`src/rtl/alu_ctrl_pkg.sv`:
```
// Shared encodings for the ALU command sequencer: FSM states, ALU opcodes,
// condition codes and architectural flag bit positions.
package alu_ctrl_pkg;

   typedef enum logic [1:0] {
      ALU_CTRL_ST_IDLE = 2'd0,
      ALU_CTRL_ST_READ = 2'd1,
      ALU_CTRL_ST_EXEC = 2'd2,
      ALU_CTRL_ST_WB   = 2'd3
   } alu_ctrl_st_e;

   localparam logic [3:0] OP_ADD = 4'd0;
   localparam logic [3:0] OP_SUB = 4'd1;
   localparam logic [3:0] OP_SHL = 4'd2;
   localparam logic [3:0] OP_SHR = 4'd3;
   localparam logic [3:0] OP_AND = 4'd4;
   localparam logic [3:0] OP_OR  = 4'd5;
   localparam logic [3:0] OP_XOR = 4'd6;

   localparam logic [1:0] ALU_CTRL_COND_ALWAYS = 2'd0;
   localparam logic [1:0] ALU_CTRL_COND_Z      = 2'd1;
   localparam logic [1:0] ALU_CTRL_COND_NZ     = 2'd2;
   localparam logic [1:0] ALU_CTRL_COND_C      = 2'd3;

   // Flag word layout is {Z,O,C,N}, matching the ALU's flag output.
   localparam int FLAG_Z = 3;
   localparam int FLAG_O = 2;
   localparam int FLAG_C = 1;
   localparam int FLAG_N = 0;

   function automatic logic op_legal(input logic [3:0] op);
      return op <= OP_XOR;
   endfunction

   function automatic logic cond_pass(input logic [1:0] cond, input logic [3:0] fl);
      logic pass;
      case (cond)
         ALU_CTRL_COND_Z:  pass = fl[FLAG_Z];
         ALU_CTRL_COND_NZ: pass = !fl[FLAG_Z];
         ALU_CTRL_COND_C:  pass = fl[FLAG_C];
         default:          pass = 1'b1;
      endcase
      return pass;
   endfunction

endpackage

```
`src/rtl/alu_ctrl_regfile.sv`:
```
// NREGS x DW register file: one synchronous write port, two combinational
// operand read ports and a combinational debug read port.
module alu_ctrl_regfile #(
   parameter  int NREGS = 8,
   parameter  int DW    = 8,
   localparam int AW    = $clog2(NREGS)
) (
   input  logic          clk,
   input  logic          rst,
   input  logic          we_i,
   input  logic [AW-1:0] waddr_i,
   input  logic [DW-1:0] wdata_i,
   input  logic [AW-1:0] raddr1_i,
   output logic [DW-1:0] rdata1_o,
   input  logic [AW-1:0] raddr2_i,
   output logic [DW-1:0] rdata2_o,
   input  logic [AW-1:0] dbg_addr_i,
   output logic [DW-1:0] dbg_data_o
);

   logic [DW-1:0] mem_q [NREGS];

   // NOTE: the array is reset because architectural registers must read 0
   // after reset; this keeps it in flops rather than a RAM macro.
   always_ff @(posedge clk) begin
      if (rst) begin
         for (int i = 0; i < NREGS; i++) begin
            mem_q[i] <= '0;
         end
      end else if (we_i) begin
         // NOTE: state is updated with <= so every flop samples pre-edge values.
         mem_q[waddr_i] <= wdata_i;
      end
   end

   assign rdata1_o   = mem_q[raddr1_i];
   assign rdata2_o   = mem_q[raddr2_i];
   assign dbg_data_o = mem_q[dbg_addr_i];

endmodule

```
`src/rtl/alu_ctrl.sv`:
```
// Command sequencer driving an external combinational ALU: IDLE->READ->EXEC->WB.
// Optional feature macro ALU_CTRL_COND_EN enables conditional execution via cmd_cond.
module alu_ctrl
   import alu_ctrl_pkg::*;
#(
   parameter  int NREGS = 8,
   parameter  int DW    = 8,
   localparam int AW    = $clog2(NREGS)
) (
   input  logic          clk,
   input  logic          rst,
   input  logic          cmd_valid,
   output logic          cmd_ready,
   input  logic [3:0]    cmd_op,
   input  logic [AW-1:0] cmd_rd,
   input  logic [AW-1:0] cmd_rs1,
   input  logic [AW-1:0] cmd_rs2,
   input  logic          cmd_use_imm,
   input  logic [DW-1:0] cmd_imm,
   input  logic [1:0]    cmd_cond,
   output logic [3:0]    alu_operation,
   output logic [DW-1:0] alu_operand1,
   output logic [DW-1:0] alu_operand2,
   input  logic [DW-1:0] alu_result,
   input  logic [3:0]    alu_flags,
   output logic          done,
   output logic          err,
   output logic [3:0]    flags,
   input  logic [AW-1:0] dbg_addr,
   output logic [DW-1:0] dbg_data
);

   alu_ctrl_st_e  state_q, state_d;
   logic [3:0]    op_q;
   logic [AW-1:0] rd_q, rs1_q, rs2_q;
   logic          use_imm_q;
   logic [DW-1:0] imm_q, op1_q, op2_q, res_q;
   logic [3:0]    rflags_q, flags_q;
   logic          err_q, skip_q, cond_ok;
   logic [DW-1:0] rdata1, rdata2;

`ifdef ALU_CTRL_COND_EN
   logic [1:0]    cond_q;
   assign cond_ok = cond_pass(cond_q, flags_q);
`else
   logic          unused_cond;
   assign unused_cond = ^cmd_cond;
   assign cond_ok     = 1'b1;
`endif

   alu_ctrl_regfile #(.NREGS(NREGS), .DW(DW)) u_regfile (
      .clk        (clk),
      .rst        (rst),
      .we_i       (state_q == ALU_CTRL_ST_WB),
      .waddr_i    (rd_q),
      .wdata_i    (res_q),
      .raddr1_i   (rs1_q),
      .rdata1_o   (rdata1),
      .raddr2_i   (rs2_q),
      .rdata2_o   (rdata2),
      .dbg_addr_i (dbg_addr),
      .dbg_data_o (dbg_data)
   );

   always_comb begin
      // NOTE: every output gets a default before the case so no latch is inferred.
      state_d       = state_q;
      cmd_ready     = 1'b0;
      done          = skip_q;
      alu_operation = '0;
      alu_operand1  = '0;
      alu_operand2  = '0;
      case (state_q)
         ALU_CTRL_ST_IDLE: begin
            cmd_ready = 1'b1;
            if (cmd_valid) state_d = ALU_CTRL_ST_READ;
         end
         ALU_CTRL_ST_READ:
            state_d = (op_legal(op_q) && cond_ok) ? ALU_CTRL_ST_EXEC : ALU_CTRL_ST_IDLE;
         ALU_CTRL_ST_EXEC: begin
            alu_operation = op_q;
            alu_operand1  = op1_q;
            alu_operand2  = op2_q;
            state_d       = ALU_CTRL_ST_WB;
         end
         ALU_CTRL_ST_WB: begin
            done    = 1'b1;
            state_d = ALU_CTRL_ST_IDLE;
         end
         default: state_d = ALU_CTRL_ST_IDLE;
      endcase
      // Reset is synchronous, so keep the outward handshake quiet during that cycle.
      if (rst) begin
         cmd_ready     = 1'b0;
         done          = 1'b0;
         alu_operation = '0;
         alu_operand1  = '0;
         alu_operand2  = '0;
      end
   end

   always_ff @(posedge clk) begin
      if (rst) begin
         state_q   <= ALU_CTRL_ST_IDLE;
         op_q      <= '0;
         rd_q      <= '0;
         rs1_q     <= '0;
         rs2_q     <= '0;
         use_imm_q <= 1'b0;
         imm_q     <= '0;
         op1_q     <= '0;
         op2_q     <= '0;
         res_q     <= '0;
         rflags_q  <= '0;
         flags_q   <= '0;
         err_q     <= 1'b0;
         skip_q    <= 1'b0;
`ifdef ALU_CTRL_COND_EN
         cond_q    <= '0;
`endif
      end else begin
         state_q <= state_d;
         err_q   <= (state_q == ALU_CTRL_ST_READ) && !op_legal(op_q);
         skip_q  <= (state_q == ALU_CTRL_ST_READ) && op_legal(op_q) && !cond_ok;
         case (state_q)
            ALU_CTRL_ST_IDLE: if (cmd_valid) begin
               op_q      <= cmd_op;
               rd_q      <= cmd_rd;
               rs1_q     <= cmd_rs1;
               rs2_q     <= cmd_rs2;
               use_imm_q <= cmd_use_imm;
               imm_q     <= cmd_imm;
`ifdef ALU_CTRL_COND_EN
               cond_q    <= cmd_cond;
`endif
            end
            // Operands are frozen here, so rd may alias rs1/rs2 safely.
            ALU_CTRL_ST_READ: begin
               op1_q <= rdata1;
               op2_q <= use_imm_q ? imm_q : rdata2;
            end
            ALU_CTRL_ST_EXEC: begin
               res_q    <= alu_result;
               rflags_q <= alu_flags;
            end
            ALU_CTRL_ST_WB: flags_q <= rflags_q;
            default: ;
         endcase
      end
   end

   assign err   = err_q && !rst;
   assign flags = flags_q;

endmodule

```
`config.mk`:
```
export PLATFORM = sky130hd
export DESIGN_NAME = alu_ctrl
export DESIGN_NICKNAME = d
export VERILOG_FILES = /design/src/rtl/alu_ctrl_pkg.sv /design/src/rtl/alu_ctrl_regfile.sv /design/src/rtl/alu_ctrl.sv
export SDC_FILE = /design/constraint.sdc
export NUM_CORES = 1
export LEC_CHECK = 0
export BUFFER_PORTS_ARGS = -buffer_cell sky130_fd_sc_hd__clkbuf_2
export CORE_MARGIN = 4
export CORE_UTILIZATION = 35
export DETAILED_ROUTE_END_ITERATION = 7
export SYNTH_ARGS = -nofsm -noshare
export SYNTH_HDL_FRONTEND = slang
export SYNTH_SLANG_ARGS = --single-unit
```
`constraint.sdc`:
```
create_clock -name clk -period 2.15 [get_ports clk]
set_input_delay 0.215 -clock clk [delete_from_list [all_inputs] [get_ports clk]]
set_output_delay 0.215 -clock clk [all_outputs]
set_load 0.01 [all_outputs]
```
Word-level counts from Yosys, hierarchy flattened
Memory sizes are Yosys's and may differ from the RTL's. A register that Yosys moved wholly into a read port is not among the register bits.
Index checks and enable logic that the tools add are counted.

storage, ports and cells
  bits in writable memories = 64
  memories kept = 1
  output and inout bits = 35
  flip-flop bits (word level) = 49
  word-level logic and storage cells = 47
  bits of input ports = 42

cells by class
  mux-type cells = 22
  order comparisons = 1
  eq/ne operators = 4
  reductions and logical operators = 7

memories
  memory           depth  bits a word  read ports  clocked after memory_dff  wr ports  line                    RTL
  u_regfile.mem_q  8      8            3           2                         8         alu_ctrl_regfile.sv:21  logic [DW-1:0] mem_q [NREGS];

operators with widths
  kind                  number
  $mux W8               6
  $mux W3               3
  $mux W1               8
  $mux W4               2
  $pmux W2 S4           1
  $reduce_or A8 Y1      1
  $eq A2 B2 Y1 const B  2
  $le A4 B3 Y1 const B  1
  $mux W2               2
  $eq A2 B1 Y1 const B  1
  $logic_and A1 B1 Y1   2
  $logic_not A1 Y1      2
  $logic_not A2 Y1      1
  $ne A2 B2 Y1 const B  1
  $reduce_and A2 Y1     1

Logic depth before layout (Yosys ltp)
Gate-level depths: netlist of the first run.

  word-level depth = 6
  depth in mapped cells = 6
  depth with buffers taken out = 4

Cells and area by module
A second synthesis of the first run with hierarchy kept.

second synthesis, totals
  cells, all modules = 530
  area, all modules = 6,317.3 µm²

by module, submodules not included
  module            area each (µm²)  cells an instance  sequential area each (µm²)  instances
  alu_ctrl_regfile  4,065.1          251                1,921.8                     1
  alu_ctrl          2,252.2          279                1,141.1                     1

Worst setup path after synthesis of the first run
Ideal clock, no wire load.

  path kind = register -> register
  start point = reg state_q[0]
  end point = mem u_regfile.mem_q[4][0] (enable)
  setup slack = 0.563 ns
  stages on the path, launching flop included = 4
  library setup time = 0.309 ns
  data arrival time = 1.278 ns
  path buffers = 0
  data required time = 1.841 ns
  clock period less this slack = 1.587 ns
  path through = dfxtp_1 -> or3b_4 -> nor3_2 -> or2_2

RTL lines
  element                 line                    RTL
  start, declared         alu_ctrl.sv:33          alu_ctrl_st_e state_q, state_d;
  start signal, assigned  alu_ctrl.sv:122         state_q <= state_d;
  end, declared           alu_ctrl_regfile.sv:21

==> metrics.md, run 1 <==
| Metric | Value |
|---|---|
| GRT Util Overall | `roughly 17%` |
| Vias/cell | `5.30` |
| Max_slew headroom | `between 40 and 50%` |
| Primary FF master, synth | `edfxtp_1` |
| P per Cell Area | `roughly 800 mW/mm^2` |
| Post-synth top area cell | `edfxtp_1` |
| # resized after CTS | `0` |
| ANT nets after route | `0` |
| GRT busiest layer | `met2` |
| Hold-fix buffers at CTS | `0` |
| Cell row count | `48` |
| Setup TNS Final | `0 ns` |
| Initial antenna violation count | `0` |
| Number of global-route vias before repair | `roughly 5000` |
| CTS clk-pin slew, worst paths | `around 0.060 ns` |
| Post-synthesis sequential area ratio | `roughly half` |
| Fin crit period | `approximately 2.1 ns` |
| CP max FO | `3` |
| First-pass GRT wire length | `around 26 mm` |
| # nets final | `around 720` |
| Routed via count | `4847` |
| Crit start category | `flip-flop` |
| Count of final setup violators | `0` |
| Final Hold Fails | `0` |
| Global route total overflow | `0` |
| Die area | `between 0.02 and 0.025 sq mm` |
| CTS buffer count | `17` |
| Synthesized area per cell | `10.6 sq um` |
| Post-DP HPWL | `between 10 and 15 mm` |
| Skew final | `between 0.007 and 0.008 ns` |
| Top cell type's share of synthesized area | `a little under a third` |
| Synthesized area | `0.00630 sq mm` |
| Post-synth cell types | `32` |
| Final Max Slew Viols | `0` |
| Port Buf Inserts | `74` |
| Clk sinks | `around 120` |
| # diodes | `0` |
| Power after layout | `a little over 6 mW` |
| Setup Buffers After CTS | `0` |
| Share of cells above drive strength 1 | `23.2%` |
| DR DRC count | `0` |
| Root buffer selected by CTS | `clkbuf_16` |
| Maximum vdd drop | `roughly 620 uV` |
| Leak Pwr | `between 2 and 3 nW` |
| CTS tree | `done` |
| Crit path max-delay family | `multiplexers` |
| Clock insertion delay at the later pin of the skew report | `0.42 ns` |
| Status | `finished clean` |
| Hold crit path type | `in -> reg` |
| Mapped Nets | `about 640` |
| Least-Margin Pin Slew | `~0.76 ns` |
| Crit-path slowest cell | `mux4_1` |
| Post-synth top cells | `and2_1 (85), nand2_1 (83), edfxtp_1 (64), mux2i_1 (64), dfxtp_1 (60)` |
| YS warnings | `0` |
| Top cells by area, synth | `edfxtp_1 (30%), dfxtp_1 (19%), mux2i_1 (10%)` |
| Slowest stage delay, CP | `around 0.60 ns` |
| Top-count cell post-synth | `and2_1` |
| Die H | `between 100 and 150 um` |
| Synth Instances | `596` |
| Crit path cell chain | `mux4_1 > mux2_2 > clkbuf_2` |
| WL/cell | `about 18 um` |
| Area Growth Syn to Fin | `20.1%` |
| GRT met3 Usage | `3.23%` |
| CP Class | `reg -> out` |
| Met1 GRT Util | `20.7%` |
| Post-synth EDFFs | `64` |
| F_max | `slightly below 500 MHz` |
| Drt pass-1 iters | `8` |
| Buf/Inv on CP | `1` |
| Met2 Use GR | `between 20 and 30%` |
| H-tree lvl count | `4` |
| Worst path arrival time | `1.86 ns` |
| Max Cap Viol | `0` |
| CP Capture Type | `primary output` |
| FF+latch count, synth | `approximately 120` |
| Unrepaired setup endpoints after global routing | `false` |
| Synth async-reset ratio | `0%` |
| Period utilization | `between 90% and 100%` |
| Max Root-Sink Buffers | `2` |
| Critical Path RT | `1.93 ns` |
| Initial DRC Count | `~330` |
| Routability cong. | `around 0.95` |
| Core area | `0.0175 sq mm` |
| Initial core utilization | `a little over a third` |
| Ports | `77` |
| Chip Width | `142 um` |
| Post-detailed-routing wire length | `between 15 and 20 mm` |
| Largest net degree at the start of global routing | `40` |
[per-stage QoR]
stage | util, % | instance area, sq um | hold WS (ns) | instances | worst slack [ns]
CTS | 43.3 | 7570 | 0.00551 | 915 | 0.0818
finish | 43.3 | 7570 | 0.0156 | 915 | 0.0786
floorplan | - | 6300 | 0.351 | 596 | 0.563
global placement | 40.1 | 7010 | 0.436 | 883 | 0.370
global route | 43.3 | 7570 | 0.0151 | 915 | 0.0474
detailed placement | 40.1 | 7010 | 0.444 | 883 | 0.379
[final cells by class]
cell class	count	area (sq um)
fillers	1648	9910
flip-flops and latches	124	3130
multi-input cells	430	2970
repair buffers	104	633
clock buffers	18	439
well taps	225	282
clock inverters	14	116
[per-layer routing]
metal | share of wire [%] | wire length [um]
met5 | 0 | 0
met4 | 3.3 | 550
met3 | 4.1 | 692
met2 | 50 | 8510
met1 | 42 | 7170
[cells by family after synthesis]
kind of cell | share of synthesized area (%)
AOI/OAI and AO/OA | 8.75
buffers and inverters | 3.29
DFF | 49.5
muxes | 18.2
and+or+nand+nor | 20.2
[flip-flops by register name (all words and copies together) (netlist names), named ones only]
register         flops
err_q                1
flags                4
imm_q                8
op1_q                8
op2_q                8
op_q                 4
rd_q                 3
res_q                8
rflags_q             4
rs1_q                3
rs2_q                3
state_q              1
u_regfile.mem_q     64
use_imm_q            1
[path summary, 6_finish.rpt]
| kind | start | to | slack, ns | cells past startpoint |
|---|---|---|---|---|
| setup / recovery | u_regfile.mem_q[4][5]$_SDFFCE_PN0P_ | dbg_data[5] | 0.08 | 3 |
| hold / removal | alu_flags[3] | rflags_q[3]$_SDFFE_PP0P_ | 0.02 | 3 |
| setup reg to reg | state_q[0]$_SDFFE_PP0P_ | u_regfile.mem_q[2][2]$_SDFFCE_PN0P_ | 0.45 | 3 |
| hold reg to reg | imm_q[2]$_SDFFE_PP0P_ | imm_q[2]$_SDFFE_PP0P_ | 0.45 | 2 |
[layout by cell type, fill, tap and decap left out, types with 11 or more instances in the layout]
master	instances
and2_1	85
nand2_1	83
clkbuf_2	74
mux2i_1	64
edfxtp_1	64
dfxtp_1	58
a21oi_1	55
buf_4	27
a22oi_1	24
nor2_1	19
clkbuf_16	17
mux4_1	15
nand3_1	13
nor3_1	11
[power breakdown]
part	leakage, nW	internal, mW	switching, mW
sequential	1.15	2.60	0.120
combinational	1.51	0.286	0.373
clock	0.283	1.62	1.04
[worst reg2reg max path: stages (launching register included)]
cell and delay, ns:
dfxtp_1 0.44, or3b_4 0.45, nor2_1 0.18, or2_2 0.30
Note: power is estimated with default switching activity, not from simulation.
==> run 2: changes to the inputs <==
- ABC_AREA: not set -> 1
- SKIP_LAST_GASP: not set -> 1
==> run 2 against run 1 <==
  * Clock-buffer cell count up 2
  * Register-to-register slack worse by 0.09 ns
  * Critical path depth up 3
  * Synthesized area up 0.67%
  * Utilization down 0.63 points
  * Sequential share of layout area up 0.43 points
  * Hold slack better by 0.0079 ns
  * Critical path type unchanged
  * Critical endpoint is now alu_operation[2]
==> metrics.md, run 2 <==
| Metric | Value |
|---|---|
| Fin crit period | `1.94 ns` |
| Hold-fix buffers at CTS | `0` |
| Filler Cells Inserted | `around 1800` |
| Hold path depth | `3` |
| H-tree lvl count | `4` |
| Max reg flops | `between 60 and 70` |
| Global route total overflow | `0` |
| # nets final | `around 930` |
| Leak Pwr | `a little over 3 nW` |
| Ports | `77` |
| CP Class | `reg -> out` |
| Final Max Slew Viols | `0` |
| Clock insertion delay at the later pin of the skew report | `roughly 0.4 ns` |
| CTS clk-pin slew, worst paths | `~0.06 ns` |
| DP Area | `0.00686 sq mm` |
| Area of the multi-input gates | `roughly 0.0028 sq mm` |
| Synthesized area per cell | `7.57 sq um` |
| Post-synthesis sequential area ratio | `about half` |
| Least-Margin Pin Slew | `about 0.6 ns` |
| Slowest stage delay, CP | `between 0.3 and 0.4 ns` |
| Synth async-reset ratio | `0%` |
| Synthesized area | `roughly 0.0063 sq mm` |
| Crit path max-delay family | `simple AND/OR/NAND/NOR gates` |
| P per Cell Area | `slightly below 900 mW/mm^2` |
| Crit path cell chain | `buf_4 > inv_1 > nor2_2 > nand2_1 > nor2_1 > clkbuf_2` |
| CTS tree | `done` |
| Post-route cell area | `0.00749 sq mm` |
| CP endpoint | `alu_operation[2]` |
| Drt pass-1 iters | `5` |
| Largest net degree at the start of global routing | `57` |
| Primary FF master, synth | `edfxtp_1` |
| Initial antenna violation count | `0` |
| Routed via count | `5713` |
| FF/Latch Area | `roughly 0.0031 sq mm` |
| Count of final setup violators | `0` |
| ANT nets after route | `0` |
| Die H | `~140 um` |
| Post-synth top area cell | `edfxtp_1` |
| Die area | `about 0.020 sq mm` |
| GRT Util Overall | `roughly 18%` |
| DR DRC count | `0` |
| FF+latch count, synth | `124` |
| Hold slack | `0.0235 ns` |
| Unrepaired setup endpoints after global routing | `false` |
| WL/cell | `between 15 and 20 um` |
| Crit start category | `flip-flop` |
| Chip Width | `about 140 um` |
| YS warnings | `0` |
| Vias/cell | `approximately 5` |
| Maximum vdd drop | `between 500 and 600 uV` |
| Max Root-Sink Buffers | `2` |
| Skew final | `between 0.005 and 0.006 ns` |
| Cell row count | `48` |
| Top-count cell post-synth | `nor2_1` |
| First-pass GRT wire length | `28.0 mm` |
| Mapped Nets | `880` |
| Synth Instances | `838` |
| Max Cap Viol | `0` |
| Clk sinks | `approximately 120` |
| Top cell type's share of synthesized area | `a little over 30%` |
| Routability cong. | `0.885` |
| Initial DRC Count | `approximately 640` |
| Post-DP HPWL | `roughly 13 mm` |
| R2R depth | `6` |
| Buf/Inv on CP | `3` |
| Hold crit path type | `in -> reg` |
| Max_slew headroom | `between 50% and 60%` |
| Crit-path slowest cell | `dfxtp_1` |
| CTS buffer count | `17` |
| Post-synth top cells | `nor2_1 (171), nand2_1 (155), o21ai_0 (109)` |
| Final Hold Fails | `0` |
| Worst path arrival time | `between 1.5 and 2 ns` |
| Post-synth EDFFs | `between 60 and 70` |
| Area Growth Syn to Fin | `17.9%` |
| FF-to-FF Start | `state_q[0]$_SDFFE_PP0P_` |
| CP Capture Type | `primary output` |
| Number of global-route vias before repair | `5294` |
| Most frequent cells in the layout | `nor2_1 (170), nand2_1 (155), o21ai_0 (109)` |
| Worst path depth | `6` |
| Share of cells above drive strength 1 | `between 15 and 20%` |
| Post-detailed-routing wire length | `about 18 mm` |
| Top reg by flops | `u_regfile.mem_q` |
| Root buffer selected by CTS | `clkbuf_16` |
| Status | `finished clean` |
| # diodes | `0` |
| Critical Path RT | `slightly below 2 ns` |
| Setup TNS Final | `0 ns` |
| Initial core utilization | `a little over a third` |
| Period utilization | `90.3%` |
| Port Buf Inserts | `74` |
| F_max | `between 500 and 600 MHz` |
| R2r endpoint | `u_regfile.mem_q[2][4]$_SDFFCE_PN0P_` |
| Commonest non-fill, non-tap cell in the layout | `nor2_1` |
| CP max FO | `21` |
| R2R setup slack | `about 0.36 ns` |
| Core area | `roughly 0.018 sq mm` |
| Post-synth cell types | `23` |
| Top cells by area, synth | `edfxtp_1 (30%), dfxtp_1 (19%), nor2_1 (10%)` |
[run 2: cell count changes after synthesis, sizes merged, moves of 11 or more]
| cell | before | now |
|---|---|---|
| nor2 | 21 | 175 |
| o21ai | 8 | 116 |
| and2 | 86 | 0 |
| nand2 | 83 | 163 |
| mux2i | 64 | 0 |
| nand3 | 13 | 72 |
| inv | 0 | 45 |
| a22oi | 24 | 0 |
| mux4 | 16 | 0 |
| nor3 | 13 | 0 |
| o211ai | 0 | 11 |
[run 2: worst reg2reg max path, delay by kind of cell (launching register included)]
| family | cells | cell delay, ns |
|---|---|---|
| buffers and inverters | 1 | 0.10 |
| DFF | 1 | 0.39 |
| and+or+nand+nor | 5 | 0.96 |
[run 2: repair_timing]
action,in CTS,in global routing
resized for setup,0,1
endpoints found under the setup margin,0,4
setup buffers,0,0
[run 2: where the power goes]
group,internal (mW),switching [mW],total (mW),leakage (nW)
sequential,2.63,0.116,2.75,1.15
clock,1.88,1.04,2.92,0.307
combinational,0.288,0.595,0.883,1.65
[run 2: per-stage QoR]
step	worst slack [ns]	utilization [%]	total power [mW]	instances
after floorplan	0.595	-	3.40	838
after global placement	0.413	39.1	3.67	1098
after detailed placement	0.372	39.1	3.68	1098
after CTS	0.0647	42.7	6.60	1130
after global routing	0.0518	42.7	6.83	1130
final	0.208	42.7	6.55	1130
[run 2: cell families after synthesis]
group,synth area share (%)
buf+inv,7.21
compound gates,15.8
simple gates,27.8
flops,49.2
[run 2: how the worst min path moves through the flow]
stage | startpoint | end | slack [ns]
2_1_floorplan | cmd_valid | state_q[0]$_SDFFE_PP0P_ | 0.34
3_3_place_gp | alu_flags[3] | rflags_q[3]$_SDFFE_PP0P_ | 0.44
3_5_place_dp | alu_flags[3] | rflags_q[3]$_SDFFE_PP0P_ | 0.45
4_1_cts | alu_flags[3] | rflags_q[3]$_SDFFE_PP0P_ | 0.007
5_1_grt | alu_flags[3] | rflags_q[3]$_SDFFE_PP0P_ | 0.01
6_report | alu_flags[3] | rflags_q[3]$_SDFFE_PP0P_ | 0.02
[run 2: cell type report]
type                       count  share of cell area (%)
timing repair buffer          86                    6.49
sequential                   124                    41.7
clock inverter                12                    1.75
multi-input combinational    608                    37.0
clock buffer                  20                    6.54
inverter                      55                    2.76
tap                          225                    3.76
[run 2: layer usage]
metal / global-route usage (%) / up-vias / wire length [um] / part of all wire [%]
li1: - / 2892 / - / -
met1: 25.5 / 2605 / 8190 / 46
met2: 25.9 / 187 / 7830 / 44
met3: 4.02 / 29 / 1200 / 6.8
met4: 7.45 / 0 / 468 / 2.6
met5: 0 / - / 0 / 0
==> run 3: changes to the inputs <==
- BUFFER_PORTS_ARGS: -buffer_cell sky130_fd_sc_hd__clkbuf_2 -> not set
- DONT_BUFFER_PORTS: not set -> 1
==> run 3 against run 2 <==
  * Critical path depth fell by 2
  * Utilization decreased by 0.31 points
  * Clock skew grew 0.0057 ns
  * Via count shrank 1.1%
  * Flip-flop and latch count is the same
  * Power shrank 3.8%
  * Sequential share of layout area is 0.30 points higher
  * Largest cell class unchanged
  * Clock power shrank 7.5%
  * Die area unchanged
  * Clock-buffer cell count down 2
  * Largest power group is now registers
==> metrics.md, run 3 (synthesis gave the netlist of run 2 again) <==
| Metric | Value |
|---|---|
| Max Root-Sink Buffers | `2` |
| Ports | `between 70 and 80` |
| Crit start category | `flip-flop` |
| Unrepaired setup endpoints after global routing | `false` |
| Combinational Power Share | `between 10% and 20%` |
| Max Cap Viol | `0` |
| Buf/Inv on CP | `2` |
| Hold crit path type | `in -> reg` |
| Port Buf Inserts | `0` |
| Top reg by flops | `u_regfile.mem_q` |
| CP Capture Type | `primary output` |
| # diodes | `0` |
| Commonest non-fill, non-tap cell in the layout | `nor2_1` |
| WL/cell | `between 15 and 20 um` |
| Chip Width | `about 140 um` |
| R2R depth | `6` |
| Critical Path RT | `around 1.9 ns` |
| Status | `finished clean` |
| Skew final | `around 0.011 ns` |
| Final Hold Fails | `0` |
| Initial antenna violation count | `0` |
| Root buffer selected by CTS | `clkbuf_16` |
| Post-layout util | `between 40% and 50%` |
| GRT Util Overall | `between 10% and 20%` |
| # nets final | `904` |
| Crit path setup slack, layout | `0.271 ns` |
| R2R setup slack | `between 0.3 and 0.4 ns` |
| Least-Margin Pin Slew | `between 0.6 and 0.7 ns` |
| Setup TNS Final | `0 ns` |
| Worst path arrival time | `1.66 ns` |
| Number of global-route vias before repair | `around 5100` |
| Clk pwr share | `a little over two fifths` |
| Period utilization | `approximately 90%` |
| Largest net degree at the start of global routing | `52` |
| Crit path max-delay family | `simple AND/OR/NAND/NOR gates` |
| Internal | `roughly 4.5 mW` |
| Power after layout | `approximately 6.3 mW` |
| Count of final setup violators | `0` |
| ANT nets after route | `0` |
| Maximum vdd drop | `around 510 uV` |
| Placement Setup Slack | `approximately 0.36 ns` |
| Core area | `approximately 0.018 sq mm` |
| Share of cells above drive strength 1 | `9.37%` |
| CTS clk-pin slew, worst paths | `about 0.060 ns` |
| H-tree lvl count | `4` |
| Worst path depth | `4` |
| Crit path cell chain | `inv_1 > nand2_1 > nor2_1 > buf_4` |
| Sequential share of power | `a little over two fifths` |
| Leak Pwr | `2.96 nW` |
| P per Cell Area | `about 850 mW/mm^2` |
| F_max | `532 MHz` |
| Vias/cell | `5.14` |
| Initial core utilization | `between 30% and 40%` |
| Clk sinks | `about 120` |
| Global route total overflow | `0` |
| # resized after CTS | `0` |
| Cell row count | `between 40 and 50` |
| First-pass GRT wire length | `28.0 mm` |
| Drt pass-1 iters | `5` |
| Post-DP HPWL | `~13 mm` |
| CTS buffer count | `17` |
| Setup Buffers After CTS | `0` |
| Most frequent cells in the layout | `nor2_1 (171), nand2_1 (155), o21ai_0 (109)` |
| Die area | `0.0204 sq mm` |
| Hold path depth | `2` |
| Routability cong. | `slightly above 0.9` |
| Area Growth Syn to Fin | `17.1%` |
| CP max FO | `18` |
| Slowest stage delay, CP | `around 0.49 ns` |
| Post-detailed-routing wire length | `18.0 mm` |
| Crit-path slowest cell | `nand2_1` |
| Initial DRC Count | `roughly 650` |
| Sw Ratio | `between 20 and 30%` |
| CTS tree | `done` |
| Post-Layout Cell Count | `1100` |
| Die H | `between 100 and 150 um` |
| Clock insertion delay at the later pin of the skew report | `between 0.4 and 0.5 ns` |
| Psw | `between 1.5 and 2 mW` |
| Final Max Slew Viols | `0` |
| Placed cell count | `between 1000 and 1500` |
| DR DRC count | `0` |
| Max reg flops | `64` |
| Routed via count | `roughly 5700` |
| CP Class | `reg -> out` |
| Max_slew headroom | `between 50% and 60%` |
| Fin crit period | `1.88 ns` |
-- run 3: area by class of cell --
cell class	instances	area (sq um)
tap	225	282
inverter	55	206
timing repair buffer	56	483
fill	1748	10100
clock inverter	14	121
clock buffer	18	450
multi-input combinational	608	2770
sequential	124	3120
-- run 3: per-layer routing --
metal	share of wire [%]	global-route usage (%)
met1	46	26.0
met2	45	26.9
met3	7.6	3.92
met4	1.4	4.90
met5	0	0
-- run 3: through the flow --
step | instance area, sq um | hold WS, ns
4_1_cts | 7430 | 0.000565
3_3_place_gp | 6610 | 0.360
6_report | 7430 | 0.00702
3_5_place_dp | 6610 | 0.364
2_1_floorplan | 6350 | 0.344
5_1_grt | 7430 | 0.0242
-- run 3: final timing paths --
check,start,end
worst max-delay path,state_q[0]$_SDFFE_PP0P_,alu_operand1[2]
worst min-delay path,cmd_rs1[2],rs1_q[2]$_SDFFE_PP0P_
worst max register to register,flip-flop,rs2_q[1]$_SDFFE_PP0P_
worst min register to register,rs2_q[2]$_SDFFE_PP0P_,flip-flop
-- run 3: repair_timing --
action,CTS,global route
hold buffers,25,0
endpoints found under the hold margin,25,0
setup endpoints to repair,0,0
-- run 3: power groups by stage --
stage | clock (mW) | combinational, mW | sequential [mW]
global route | 2.85 | 0.967 | 2.76
CTS | 2.74 | 0.858 | 2.74
global placement | 0 | 0.812 | 2.79
floorplan | 0 | 0.660 | 2.74
finish | 2.70 | 0.855 | 2.75
detailed placement | 0 | 0.819 | 2.79
